**config.mk**
```make
export PLATFORM = sky130hd
export DESIGN_NAME = thermostat_request_gen
export DESIGN_NICKNAME = d
export VERILOG_FILES = /design/src/rtl/thermostat_request_gen.sv
export SDC_FILE = /design/constraint.sdc
export NUM_CORES = 1
export LEC_CHECK = 0
export CAP_MARGIN = 30
export CORE_ASPECT_RATIO = 1.25
export CORE_MARGIN = 8
export CORE_UTILIZATION = 39
export DETAILED_ROUTE_END_ITERATION = 8
export MAX_ROUTING_LAYER = met4
export PLACE_DENSITY = 0.64
export SYNTH_ARGS = -nofsm -noshare
export SYNTH_HDL_FRONTEND = slang
export SYNTH_SLANG_ARGS = --single-unit
```
**constraint.sdc**
```tcl
create_clock -name clock -period 7.3 [get_ports clock]
set_input_delay 2.19 -clock clock [delete_from_list [all_inputs] [get_ports clock]]
set_output_delay 2.19 -clock clock [all_outputs]
set_load 0.05 [all_outputs]
```
**src/rtl/thermostat_request_gen.sv**
```systemverilog
// thermostat_request_gen
//   Upstream stage of the heating controller FSM. Converts temperature samples
//   and a setpoint into mutually exclusive heat/cool requests, with hysteresis,
//   a minimum dwell per request and an idle gap after every request so the
//   controller never sees both requests high nor a direct heat<->cool flip.
//
// Ports
//   clock       in        single clock, all logic on posedge
//   rst         in        synchronous active-high reset
//   enable      in        0 forces IDLE and clears all timing
//   temp_valid  in        temp/setpoint carry an accepted sample this cycle
//   temp        in  [TW]  temperature sample, LSB = 0.1 degC
//   setpoint    in  [TW]  target temperature, sampled with each accepted sample
//   heat_req    out       registered heat request (controller input A)
//   cool_req    out       registered cool request (controller input B)
//   dwell_busy  out       registered, high while dwell or gap timing is running
//
// Build option
//   THERM_SAMPLE_FILTER_EN : decisions use the truncated mean of the last four
//   accepted samples, wait for four samples after reset/enable drop, and add
//   one cycle of latency. Undefined: decisions use temp directly.

module thermostat_request_gen #(
  parameter int unsigned TW        = 10,
  parameter int unsigned HYST      = 4,
  parameter int unsigned MIN_DWELL = 8,
  parameter int unsigned IDLE_GAP  = 2
) (
  input  logic          clock,
  input  logic          rst,
  input  logic          enable,
  input  logic          temp_valid,
  input  logic [TW-1:0] temp,
  input  logic [TW-1:0] setpoint,
  output logic          heat_req,
  output logic          cool_req,
  output logic          dwell_busy
);

  localparam int unsigned DW = $clog2(MIN_DWELL + 1);
  localparam int unsigned GW = $clog2(IDLE_GAP + 1);

  localparam logic [DW-1:0] DWELL_MAX = DW'(MIN_DWELL);
  localparam logic [GW-1:0] GAP_MAX   = GW'(IDLE_GAP);
  localparam logic [TW:0]   HYST_EXT  = (TW+1)'(HYST);

  typedef enum logic [1:0] {
    ST_IDLE = 2'd0,
    ST_HEAT = 2'd1,
    ST_COOL = 2'd2,
    ST_HOLD = 2'd3
  } state_t;

  state_t        state_r;
  state_t        state_nxt_s;
  logic [DW-1:0] dwell_r;
  logic [DW-1:0] dwell_nxt_s;
  logic [DW-1:0] dwell_inc_s;
  logic [GW-1:0] gap_r;
  logic [GW-1:0] gap_nxt_s;
  logic [GW-1:0] gap_inc_s;

  // Effective temperature, effective setpoint and "take a decision" strobe.
  logic [TW-1:0] t_s;
  logic [TW-1:0] sp_s;
  logic          decide_s;

`ifdef THERM_SAMPLE_FILTER_EN
  logic [TW-1:0] tap0_r, tap1_r, tap2_r, tap3_r;
  logic [2:0]    fill_r;
  logic          fvalid_r;
  logic [TW-1:0] sp_r;
  logic [TW+1:0] sum_s;

  // Four-deep sample history; clears with reset or enable drop.
  always_ff @(posedge clock) begin
    if (rst || !enable) begin
      tap0_r   <= '0;
      tap1_r   <= '0;
      tap2_r   <= '0;
      tap3_r   <= '0;
      fill_r   <= 3'd0;
      fvalid_r <= 1'b0;
      sp_r     <= '0;
    end else if (temp_valid) begin
      tap0_r   <= temp;
      tap1_r   <= tap0_r;
      tap2_r   <= tap1_r;
      tap3_r   <= tap2_r;
      fill_r   <= (fill_r == 3'd4) ? fill_r : fill_r + 3'd1;
      fvalid_r <= 1'b1;
      sp_r     <= setpoint;
    end else begin
      fvalid_r <= 1'b0;
    end
  end

  assign sum_s    = {2'b00, tap0_r} + {2'b00, tap1_r} + {2'b00, tap2_r} + {2'b00, tap3_r};
  assign t_s      = sum_s[TW+1:2];
  assign sp_s     = sp_r;
  // The sample that fills the history is the first one allowed to decide.
  assign decide_s = fvalid_r && (fill_r == 3'd4);
`else
  assign t_s      = temp;
  assign sp_s     = setpoint;
  assign decide_s = temp_valid;
`endif

  // One extra bit so t+HYST and setpoint+HYST never wrap.
  logic [TW:0] t_ext_s;
  logic [TW:0] sp_ext_s;
  logic        want_heat_s;
  logic        want_cool_s;

  assign t_ext_s     = {1'b0, t_s};
  assign sp_ext_s    = {1'b0, sp_s};
  assign want_heat_s = (t_ext_s + HYST_EXT) < sp_ext_s;
  assign want_cool_s = t_ext_s > (sp_ext_s + HYST_EXT);
  assign dwell_inc_s = (dwell_r == DWELL_MAX) ? dwell_r : dwell_r + DW'(1'b1);
  assign gap_inc_s   = gap_r + GW'(1'b1);

  // Next-state decision; only accepted samples advance, enable=0 overrides all.
  always_comb begin
    state_nxt_s = state_r;
    dwell_nxt_s = dwell_r;
    gap_nxt_s   = gap_r;
    if (!enable) begin
      state_nxt_s = ST_IDLE;
      dwell_nxt_s = '0;
      gap_nxt_s   = '0;
    end else if (decide_s) begin
      case (state_r)
        ST_IDLE: begin
          // The entry sample counts as the first dwell sample.
          if (want_heat_s) begin
            state_nxt_s = ST_HEAT;
            dwell_nxt_s = DW'(1'b1);
            gap_nxt_s   = '0;
          end else if (want_cool_s) begin
            state_nxt_s = ST_COOL;
            dwell_nxt_s = DW'(1'b1);
            gap_nxt_s   = '0;
          end else begin
            state_nxt_s = ST_IDLE;
          end
        end
        ST_HEAT: begin
          if ((t_ext_s >= sp_ext_s) && (dwell_inc_s == DWELL_MAX)) begin
            state_nxt_s = ST_HOLD;
            dwell_nxt_s = '0;
            gap_nxt_s   = '0;
          end else begin
            dwell_nxt_s = dwell_inc_s;
          end
        end
        ST_COOL: begin
          if ((t_ext_s <= sp_ext_s) && (dwell_inc_s == DWELL_MAX)) begin
            state_nxt_s = ST_HOLD;
            dwell_nxt_s = '0;
            gap_nxt_s   = '0;
          end else begin
            dwell_nxt_s = dwell_inc_s;
          end
        end
        ST_HOLD: begin
          // Gap samples are only those taken while already in HOLD.
          if (gap_inc_s == GAP_MAX) begin
            state_nxt_s = ST_IDLE;
            dwell_nxt_s = '0;
            gap_nxt_s   = '0;
          end else begin
            gap_nxt_s = gap_inc_s;
          end
        end
        default: begin
          state_nxt_s = ST_IDLE;
          dwell_nxt_s = '0;
          gap_nxt_s   = '0;
        end
      endcase
    end else begin
      state_nxt_s = state_r;
    end
  end

  // State, counters and outputs, all registered from the next state.
  always_ff @(posedge clock) begin
    if (rst) begin
      state_r    <= ST_IDLE;
      dwell_r    <= '0;
      gap_r      <= '0;
      heat_req   <= 1'b0;
      cool_req   <= 1'b0;
      dwell_busy <= 1'b0;
    end else begin
      state_r    <= state_nxt_s;
      dwell_r    <= dwell_nxt_s;
      gap_r      <= gap_nxt_s;
      heat_req   <= (state_nxt_s == ST_HEAT);
      cool_req   <= (state_nxt_s == ST_COOL);
      dwell_busy <= (((state_nxt_s == ST_HEAT) || (state_nxt_s == ST_COOL)) &&
                     (dwell_nxt_s < DWELL_MAX)) || (state_nxt_s == ST_HOLD);
    end
  end

endmodule

```
==> flow_summary.json, run 1 <==
{
  "status": "finished, final reports clean",
  "r2r_end": "dwell_busy",
  "required_ns": 7.47,
  "setup_viol": 0,
  "cts_tree": "built",
  "synth_edf_count": 0,
  "ys_async_sr_fraction": 0,
  "dieHeight_um": 89.4,
  "min_from": "gap_r[1]",
  "holdPathStages": 2,
  "grt_max_degree": 13,
  "start_util": 0.407,
  "holdBufCountCts": 0,
  "grt_usage": 0.142,
  "ctsRootBufferMaster": "clkbuf_8",
  "ys_seq_area_frac": 0.131,
  "instances_no_fill": 294,
  "ys_ff_latch": 11,
  "cpPeakStageDelay_ns": 0.60,
  "placed_cell_area_um2": 1990,
  "drtAntennaViolNets": 0,
  "antenna_found_initial": 0,
  "cts_buffers": 3,
  "area_growth_syn_to_layout_pct": 21.1,
  "fill_cells": 448,
  "grt_pass1_wl_mm": 7.25,
  "final_cell_mix": "ha_1, clkdlybuf4s50_1, inv_1",
  "dp.final_hpwl_mm": 3.56,
  "vias": 1588,
  "stdcell_area_um2": 2040,
  "finalHoldViolCount": 0,
  "r2r-start": "dwell_r[0]",
  "hold_class": "reg2reg",
  "syn-num-nets": 268,
  "max_freq_ghz": 0.185,
  "wire_per_inst_um": 14.4,
  "end_kind": "register",
  "path_class": "in2reg",
  "place_ws_ns": 1.68,
  "whs_endpoint": "gap_r[1]",
  "arrival_ns": 5.56,
  "drt_iter0_markers": 68,
  "final-max-slew-violation-count": 0,
  "dr.pass1.iters": 4,
  "path_buf_inv": 2,
  "ys_top_cells_by_area": "ha_1, dfxtp_1, xnor2_1",
  "yosysUniqueCellTypes": 49,
  "synth.cell_area_um2": 1680,
  "cp_common_cell": "ha_1",
  "critPathLaunchType": "input pin",
  "p_leak_nw": 0.860,
  "ir_drop_mv": 0.127,
  "nNetsFinal": 296,
  "dieWidth_um": 74.8,
  "mostFrequentLayoutCell": "ha_1",
  "r2r_cells": 12,
  "synth-main-ff-cell": "dfxtp_1",
  "syn_inst": 211,
  "grt_setup_unrepaired": "no",
  "r2r_slack_ns": 4.72,
  "path_max_fanout": 6,
  "core_um2": 4130,
  "yosysTopAreaCell": "ha_1",
  "multi_input_area_um2": 1370,
  "postCtsSetupBuffers": 0,
  "post_synth.cell_area_avg_um2": 7.98,
  "grt_pass1_vias": 1628,
  "routed_via_density": 5.40,
  "fin_crit_sh": 0.739,
  "rows": 26,
  "grt.overflow.total": 0,
  "worst_slew_pin_slew_ns": 0.507,
  "crit_path_top_delay_cell": "clkdlybuf4s50_1",
  "power_density_nw_per_um2": 112,
  "crit_family": "compound AO/OA/AOI/OAI gates",
  "drive_gt1_frac": 0.0714,
  "io_buffers": 26,
  "path_cells": "clkdlybuf4s50_1 > ha_1 > nand2_1 > nor2_1 > xor2_1 > ha_1 > a21oi_1 > nor2b_1 > a311oi_1 > o21ai_1 > o32a_1 > o211ai_2 > and2_1 > ha_1 > inv_1 > a21o_1 > a31oi_1",
  "finalSetupTns_ns": 0,
  "dpl.cell_count": 290,
  "relSlewSlack": 0.661,
  "pin_count": 27,
  "drc_errors": 0,
  "regArea_um2": 220,
  "wl_mm": 4.23,
  "synthDominantCellAreaShare": 0.245,
  "cts_resized": 0,
  "fin_skew_ns": 0.000340,
  "cts_buffer_depth": 2,
  "yosys_warnings": 0,
  "place.gp.congestion": 0.910,
  "cts-htree-levels": 1,
  "maxCapViolCount": 0,
  "setup_slack_ns": 1.91,
  "min_period_ns": 5.39,
  "clk_pin_slew_ns": 0.05,
  "die_area_um2": 6690,
  "clk_latency_ns": 0.24,
  "diodes": 0,
  "clock_sinks": 11
}
through the flow:
step,hold slack (ns),power [W],util
after floorplan,0.409,0.000133,-
after detailed placement,0.427,0.000168,0.482
after CTS,0.434,0.000231,0.493
after global routing,0.443,0.000247,0.493
final,0.429,0.000228,0.493
after global placement,0.423,0.000168,0.482
layout make-up:
class / count / share of cell area
multi-input combinational: 177 / 0.671
timing repair buffer: 26 / 0.128
sequential: 11 / 0.108
inverter: 20 / 0.0368
tap: 56 / 0.0344
clock buffer: 4 / 0.0221
logic make-up (layout without fill, tap and decap cells):
family	Yosys count	count (layout)	share of synthesized area
AO/OA/AOI/OAI	53	53	0.225
flip-flops	11	11	0.131
XOR/XNOR	15	15	0.0781
multiplexers	3	3	0.0178
buffers and inverters	23	50	0.0565
adder cells (fa/ha/maj)	33	33	0.245
AND/OR/NAND/NOR	73	73	0.247
registers in the layout (all words and copies together) (netlist names):
register	cells
dwell_busy	1
cool_req	1
heat_req	1
gap_r	2
dwell_r	4
state_r	2
how the worst max path moves through the flow:
| stage | start | to | slack [ns] | cells past startpoint |
|---|---|---|---|---|
| finish | temp[2] | dwell_busy | 1.91 | 17 |
| global route | temp[2] | dwell_busy | 1.63 | 17 |
| CTS | temp[2] | dwell_busy | 1.92 | 17 |
| detailed placement | temp[2] | dwell_busy | 1.68 | 17 |
| global placement | temp[2] | dwell_busy | 1.72 | 17 |
| floorplan | temp[2] | dwell_busy | 2.71 | 16 |
Yosys cell counts (2+ instances only):
master	instances
nor3_1	5
a21o_1	3
nand2_1	17
o21a_1	5
inv_1	19
mux2i_1	3
ha_1	33
nor4_2	2
xor2_1	4
a21oi_1	13
dfxtp_1	11
nor2_1	11
xnor2_1	11
and2_1	3
or2_1	2
nor2b_1	5
buf_4	2
a211oi_1	2
o211ai_2	2
nand2b_1	3
o211ai_1	2
o21ai_1	4
or2b_2	3
nand4_1	3
a31oi_1	2
nand3_1	14
o21ai_0	5
layer usage:
layer  wire length, µm  GRT usage
met5                 0          -
met4               133     0.0804
met3               155     0.0168
met2              2080      0.247
met1              1860      0.152
worst reg2reg max path, stage by stage, from the launching register on:
cell and delay (ns):
dfxtp_1 0.46, inv_2 0.09, ha_1 0.20, nand2_1 0.13, nor4b_4 0.27, o211ai_2 0.15, o32a_1 0.37, o211ai_2 0.17
and2_1 0.19, ha_1 0.15, inv_1 0.05, a21o_1 0.17, a31oi_1 0.12
report_power, final:
| part | leakage (nW) | switching, W | internal [W] |
|---|---|---|---|
| sequential | 0.0894 | 0.00000288 | 0.0000625 |
| combinational | 0.748 | 0.0000550 | 0.0000468 |
| clock | 0.0228 | 0.0000227 | 0.0000383 |
No activity file was read; power rests on OpenSTA's default activity.
==> run 2, diff against run 1 <==
Settings changed: PLACE_DENSITY 0.64 to 0.67.
Clock period 7.3 ns to 4.7 ns, I/O delays scaled along.
==> flow_summary.json, run 2 (synthesis results as in run 1) <==
{
  "rows": 26,
  "mostFrequentLayoutCell": "ha_1",
  "grt.overflow.total": 0,
  "largest_reg_flops": 4,
  "grt_usage": 0.139,
  "setup_viol": 0,
  "clock_sinks": 11,
  "clk_pin_slew_ns": 0.05,
  "wl_mm": 4.16,
  "min_period_ns": 4.44,
  "antenna_found_initial": 0,
  "die_area_um2": 6690,
  "stdcell_area_um2": 2120,
  "setup_slack_ns": 0.262,
  "grt_max_degree": 13,
  "io_buffers": 26,
  "instances_no_fill": 304,
  "r2r_cells": 12,
  "nNetsFinal": 306,
  "required_ns": 4.86,
  "cts_tree": "built",
  "dr.pass1.iters": 4,
  "fin_skew_ns": 0.00292,
  "largest-register": "dwell_r",
  "finalPower_w": 0.000359,
  "reg_top3": "dwell_r: 4 flops, gap_r: 2 flops, state_r: 2 flops",
  "holdPathStages": 2,
  "finalHoldViolCount": 0,
  "wire_per_inst_um": 13.7,
  "dpl.cell_count": 300,
  "diodes": 0,
  "fin_crit_sh": 0.944,
  "relSlewSlack": 0.661,
  "hold_class": "reg2reg",
  "cts-htree-levels": 1,
  "grt_setup_unrepaired": "no",
  "core_um2": 4130,
  "maxCapViolCount": 0,
  "dp.final_hpwl_mm": 3.55,
  "start_util": 0.407,
  "place_ws_ns": -0.0583,
  "final-max-slew-violation-count": 0,
  "drive_gt1_frac": 0.117,
  "area_growth_syn_to_layout_pct": 26.2,
  "end_kind": "register",
  "drt_iter0_markers": 47,
  "drc_errors": 0,
  "status": "finished, final reports clean",
  "cts_buffer_depth": 2,
  "power_density_nw_per_um2": 169,
  "arrival_ns": 4.60,
  "dieHeight_um": 89.4,
  "cts_buffers": 3,
  "holdBufCountCts": 0,
  "final_util": 0.514,
  "vias": 1604,
  "fill_cells": 424,
  "max_freq_ghz": 0.225,
  "placed_cell_area_um2": 2070,
  "postCtsSetupBuffers": 0,
  "clk_latency_ns": 0.23,
  "path_max_fanout": 4,
  "worst_slew_pin_slew_ns": 0.508,
  "drtAntennaViolNets": 0,
  "path_class": "in2reg",
  "critPathLaunchType": "input pin",
  "routed_via_density": 5.28,
  "pin_count": 27,
  "final_cell_mix": "ha_1, clkdlybuf4s50_1, inv_1",
  "dieWidth_um": 74.8,
  "place.gp.congestion": 0.841,
  "ctsRootBufferMaster": "clkbuf_8",
  "p_leak_nw": 0.912,
  "grt_pass1_wl_mm": 7.18,
  "ir_drop_mv": 0.156,
  "grt_pass1_vias": 1646
}
## run 2: worst max-delay path, stage by stage
cell	delay, ns
clkdlybuf4s50_1	0.53
ha_1	0.21
buf_4	0.12
nand3_1	0.09
xnor2_1	0.15
ha_1	0.30
o21ai_1	0.06
nor2_1	0.25
o2111ai_1	0.20
o21a_1	0.20
a211oi_1	0.23
o22ai_1	0.14
nor2_1	0.16
ha_1	0.25
a21o_1	0.16
a31oi_1	0.13
## run 2: path summary, 6_finish.rpt
path | slack, ns | endpoint | start
min | 0.42 | gap_r[1] | gap_r[1]
max | 0.26 | dwell_busy | temp[2]
min reg2reg | 0.42 | gap_r[1] | gap_r[1]
max reg2reg | 2.16 | dwell_busy | dwell_r[0]
## run 2: report_power, final
| group | switching (W) | total (W) | internal, W |
|---|---|---|---|
| registers | 0.00000424 | 0.000101 | 0.0000972 |
| clock network | 0.0000313 | 0.0000905 | 0.0000592 |
| logic | 0.0000876 | 0.000167 | 0.0000790 |
| total | 0.000123 | 0.000359 | 0.000235 |
## run 2: cell type report
type | instances | area, µm² | area share
multi-input cells | 177 | 1380 | 0.649
repair buffers | 36 | 335 | 0.158
flip-flops and latches | 11 | 220 | 0.104
inverters | 20 | 75.1 | 0.0353
well taps | 56 | 70.1 | 0.0330
clock buffers | 4 | 45.0 | 0.0212
## run 2: routing by layer
metal | global-route usage | vias up | part of all wire
met5 | - | - | 0
met3 | 0.0135 | 11 | 0.025
met4 | 0.0696 | 0 | 0.032
met1 | 0.149 | 719 | 0.45
met2 | 0.248 | 29 | 0.49
li1 | - | 845 | -
## run 2: what timing repair did
item / in CTS / in global routing
endpoints found under the hold margin: 0 / 0
endpoints found under the setup margin: 0 / 1
gates resized for setup: 0 / 2
## run 2: stage by stage
stage          hold slack [ns]  setup TNS (ns)
4_1_cts                  0.430               0
2_1_floorplan            0.409               0
6_report                 0.424               0
3_3_place_gp             0.416               0
5_1_grt                  0.466               0
3_5_place_dp             0.423         -0.0583
==> run 3, diff against run 2 <==
Settings changed: ABC_AREA from default to 0, PLACE_DENSITY 0.67 to 0.64, REMOVE_ABC_BUFFERS from default to 1.
Clock period 4.7 ns to 4.79 ns, I/O delays scaled along.
==> flow_summary.json, run 3 (synthesis results as in run 1) <==
{
  "status": "finished, final reports clean",
  "combPwrFrac": 0.460,
  "relSlewSlack": 0.662,
  "grt_setup_unrepaired": "no",
  "path_max_fanout": 4,
  "grt_util_met1": 0.152,
  "final-max-slew-violation-count": 0,
  "nNetsFinal": 305,
  "clkPwrFrac": 0.256,
  "vias": 1600,
  "ctsRootBufferMaster": "clkbuf_8",
  "setup_viol": 0,
  "hold_class": "reg2reg",
  "p_sw_frac": 0.344,
  "place_ws_ns": 0.0685,
  "reg_top3": "dwell_r: 4 flops, gap_r: 2 flops, state_r: 2 flops",
  "diodes": 0,
  "cts_tree": "built",
  "crit_path_top_delay_cell": "clkdlybuf4s50_1",
  "wire_per_inst_um": 13.7,
  "top_usage_layer": "met2",
  "grt_max_degree": 13,
  "clock_sinks": 11,
  "finalSetupTns_ns": 0,
  "worst_slew_pin_slew_ns": 0.505,
  "min_period_ns": 4.47,
  "cts-htree-levels": 1,
  "cp-startpoint": "temp[2]",
  "path_class": "in2reg",
  "die_area_um2": 6690,
  "dieHeight_um": 89.4,
  "clk_latency_ns": 0.23,
  "rows": 26,
  "r2r_cells": 12,
  "clk_pin_slew_ns": 0.05,
  "crit_cells": 17,
  "path_cells": "clkdlybuf4s50_1 > ha_1 > nand2_1 > nor2_1 > xor2_1 > ha_1 > a21oi_1 > nor2b_1 > a311oi_1 > o21ai_1 > o32a_1 > o211ai_2 > and2_1 > ha_1 > inv_1 > a21o_1 > a31oi_1",
  "grt.overflow.total": 0,
  "setup_slack_ns": 0.320,
  "grt_usage": 0.143,
  "grt_util_met3": 0.0157,
  "path_buf_inv": 2,
  "instances_no_fill": 303,
  "core_um2": 4130,
  "cts_buffers": 3,
  "arrival_ns": 4.63,
  "r2r_end": "dwell_busy",
  "io_buffers": 26,
  "p_sw_w": 0.000121,
  "end_kind": "register",
  "pin_count": 27,
  "dpl.cell_count": 299,
  "fin_skew_ns": 0.00236,
  "p_leak_nw": 0.905,
  "ir_drop_mv": 0.223,
  "start_util": 0.407,
  "crit_path_end": "dwell_busy",
  "antenna_found_initial": 0,
  "largest_reg_flops": 4,
  "drive_gt1_frac": 0.109,
  "power_density_nw_per_um2": 166,
  "drt_iter0_markers": 73,
  "wl_mm": 4.16,
  "largest-register": "dwell_r",
  "holdBufCountCts": 0,
  "drtAntennaViolNets": 0,
  "power_frac_seq": 0.284,
  "postCtsSetupBuffers": 0,
  "p_int_w": 0.000230,
  "cts_resized": 0,
  "required_ns": 4.95,
  "max_freq_ghz": 0.224,
  "cp_common_cell": "ha_1",
  "area_growth_syn_to_layout_pct": 25.4,
  "grt_pass1_wl_mm": 7.45,
  "cpPeakStageDelay_ns": 0.52,
  "fin_crit_sh": 0.933,
  "r2r-start": "dwell_r[0]",
  "cts_buffer_depth": 2,
  "drc_errors": 0,
  "global_route.usage.met2": 0.260,
  "maxCapViolCount": 0,
  "crit_family": "compound AO/OA/AOI/OAI gates",
  "timing.hold.ws_ns": 0.435,
  "mostFrequentLayoutCell": "ha_1",
  "dr.pass1.iters": 4,
  "routed_via_density": 5.28,
  "dp.final_hpwl_mm": 3.61,
  "grt_pass1_vias": 1686,
  "dieWidth_um": 74.8,
  "finalHoldViolCount": 0,
  "final_cell_mix": "ha_1, clkdlybuf4s50_1, inv_1",
  "place.gp.congestion": 0.903,
  "r2r_slack_ns": 2.26,
  "critPathLaunchType": "input pin"
}
-- run 3: cell types whose count changed in the layout (fill, tap and decap cells not counted), sizes merged --
cell,delta
buf,-1
-- run 3: tightest hold or removal path: stages, from the launching register on --
cell	delay, ns
dfxtp_1	0.30
nand2_1	0.05
a21oi_1	0.03
-- run 3: layout make-up --
type	instances	area (µm²)
sequential	11	220
inverter	20	75.1
clock buffer	4	45.0
multi-input combinational	177	1370
tap	56	70.1
timing repair buffer	35	328
fill	412	2020
-- run 3: power by group through the flow --
stage / sequential (W) / clock [W] / combinational, W
after floorplan: 0.000107 / 0 / 0.0000938
after global placement: 0.000101 / 0 / 0.000160
after detailed placement: 0.000101 / 0 / 0.000161
after CTS: 0.0000995 / 0.0000923 / 0.000162
after global routing: 0.000100 / 0.0000977 / 0.000183
final: 0.0000995 / 0.0000898 / 0.000161
-- run 3: worst min path at each step --
stage | startpoint | to | slack, ns | depth (start not counted)
6_report | gap_r[1] | gap_r[1] | 0.43 | 2
5_1_grt | gap_r[1] | gap_r[1] | 0.46 | 2
4_1_cts | gap_r[1] | gap_r[1] | 0.44 | 2
3_5_place_dp | gap_r[1] | gap_r[1] | 0.43 | 2
3_3_place_gp | gap_r[1] | gap_r[1] | 0.42 | 2
2_1_floorplan | gap_r[1] | gap_r[1] | 0.41 | 2
-- run 3: metal layers --
layer / wire length (µm) / vias to the layer above
li1: - / 842
met1: 1800 / 720
met2: 2160 / 28
met3: 106 / 10
met4: 96 / 0
met5: 0 / -
-- run 3: metrics by stage --
step           power, W  instance area (µm²)   util
2_1_floorplan  0.000201                 1660      -
3_3_place_gp   0.000261                 2060  0.499
3_5_place_dp   0.000262                 2060  0.499
4_1_cts        0.000354                 2110  0.510
5_1_grt        0.000381                 2110  0.511
6_report       0.000351                 2110  0.511
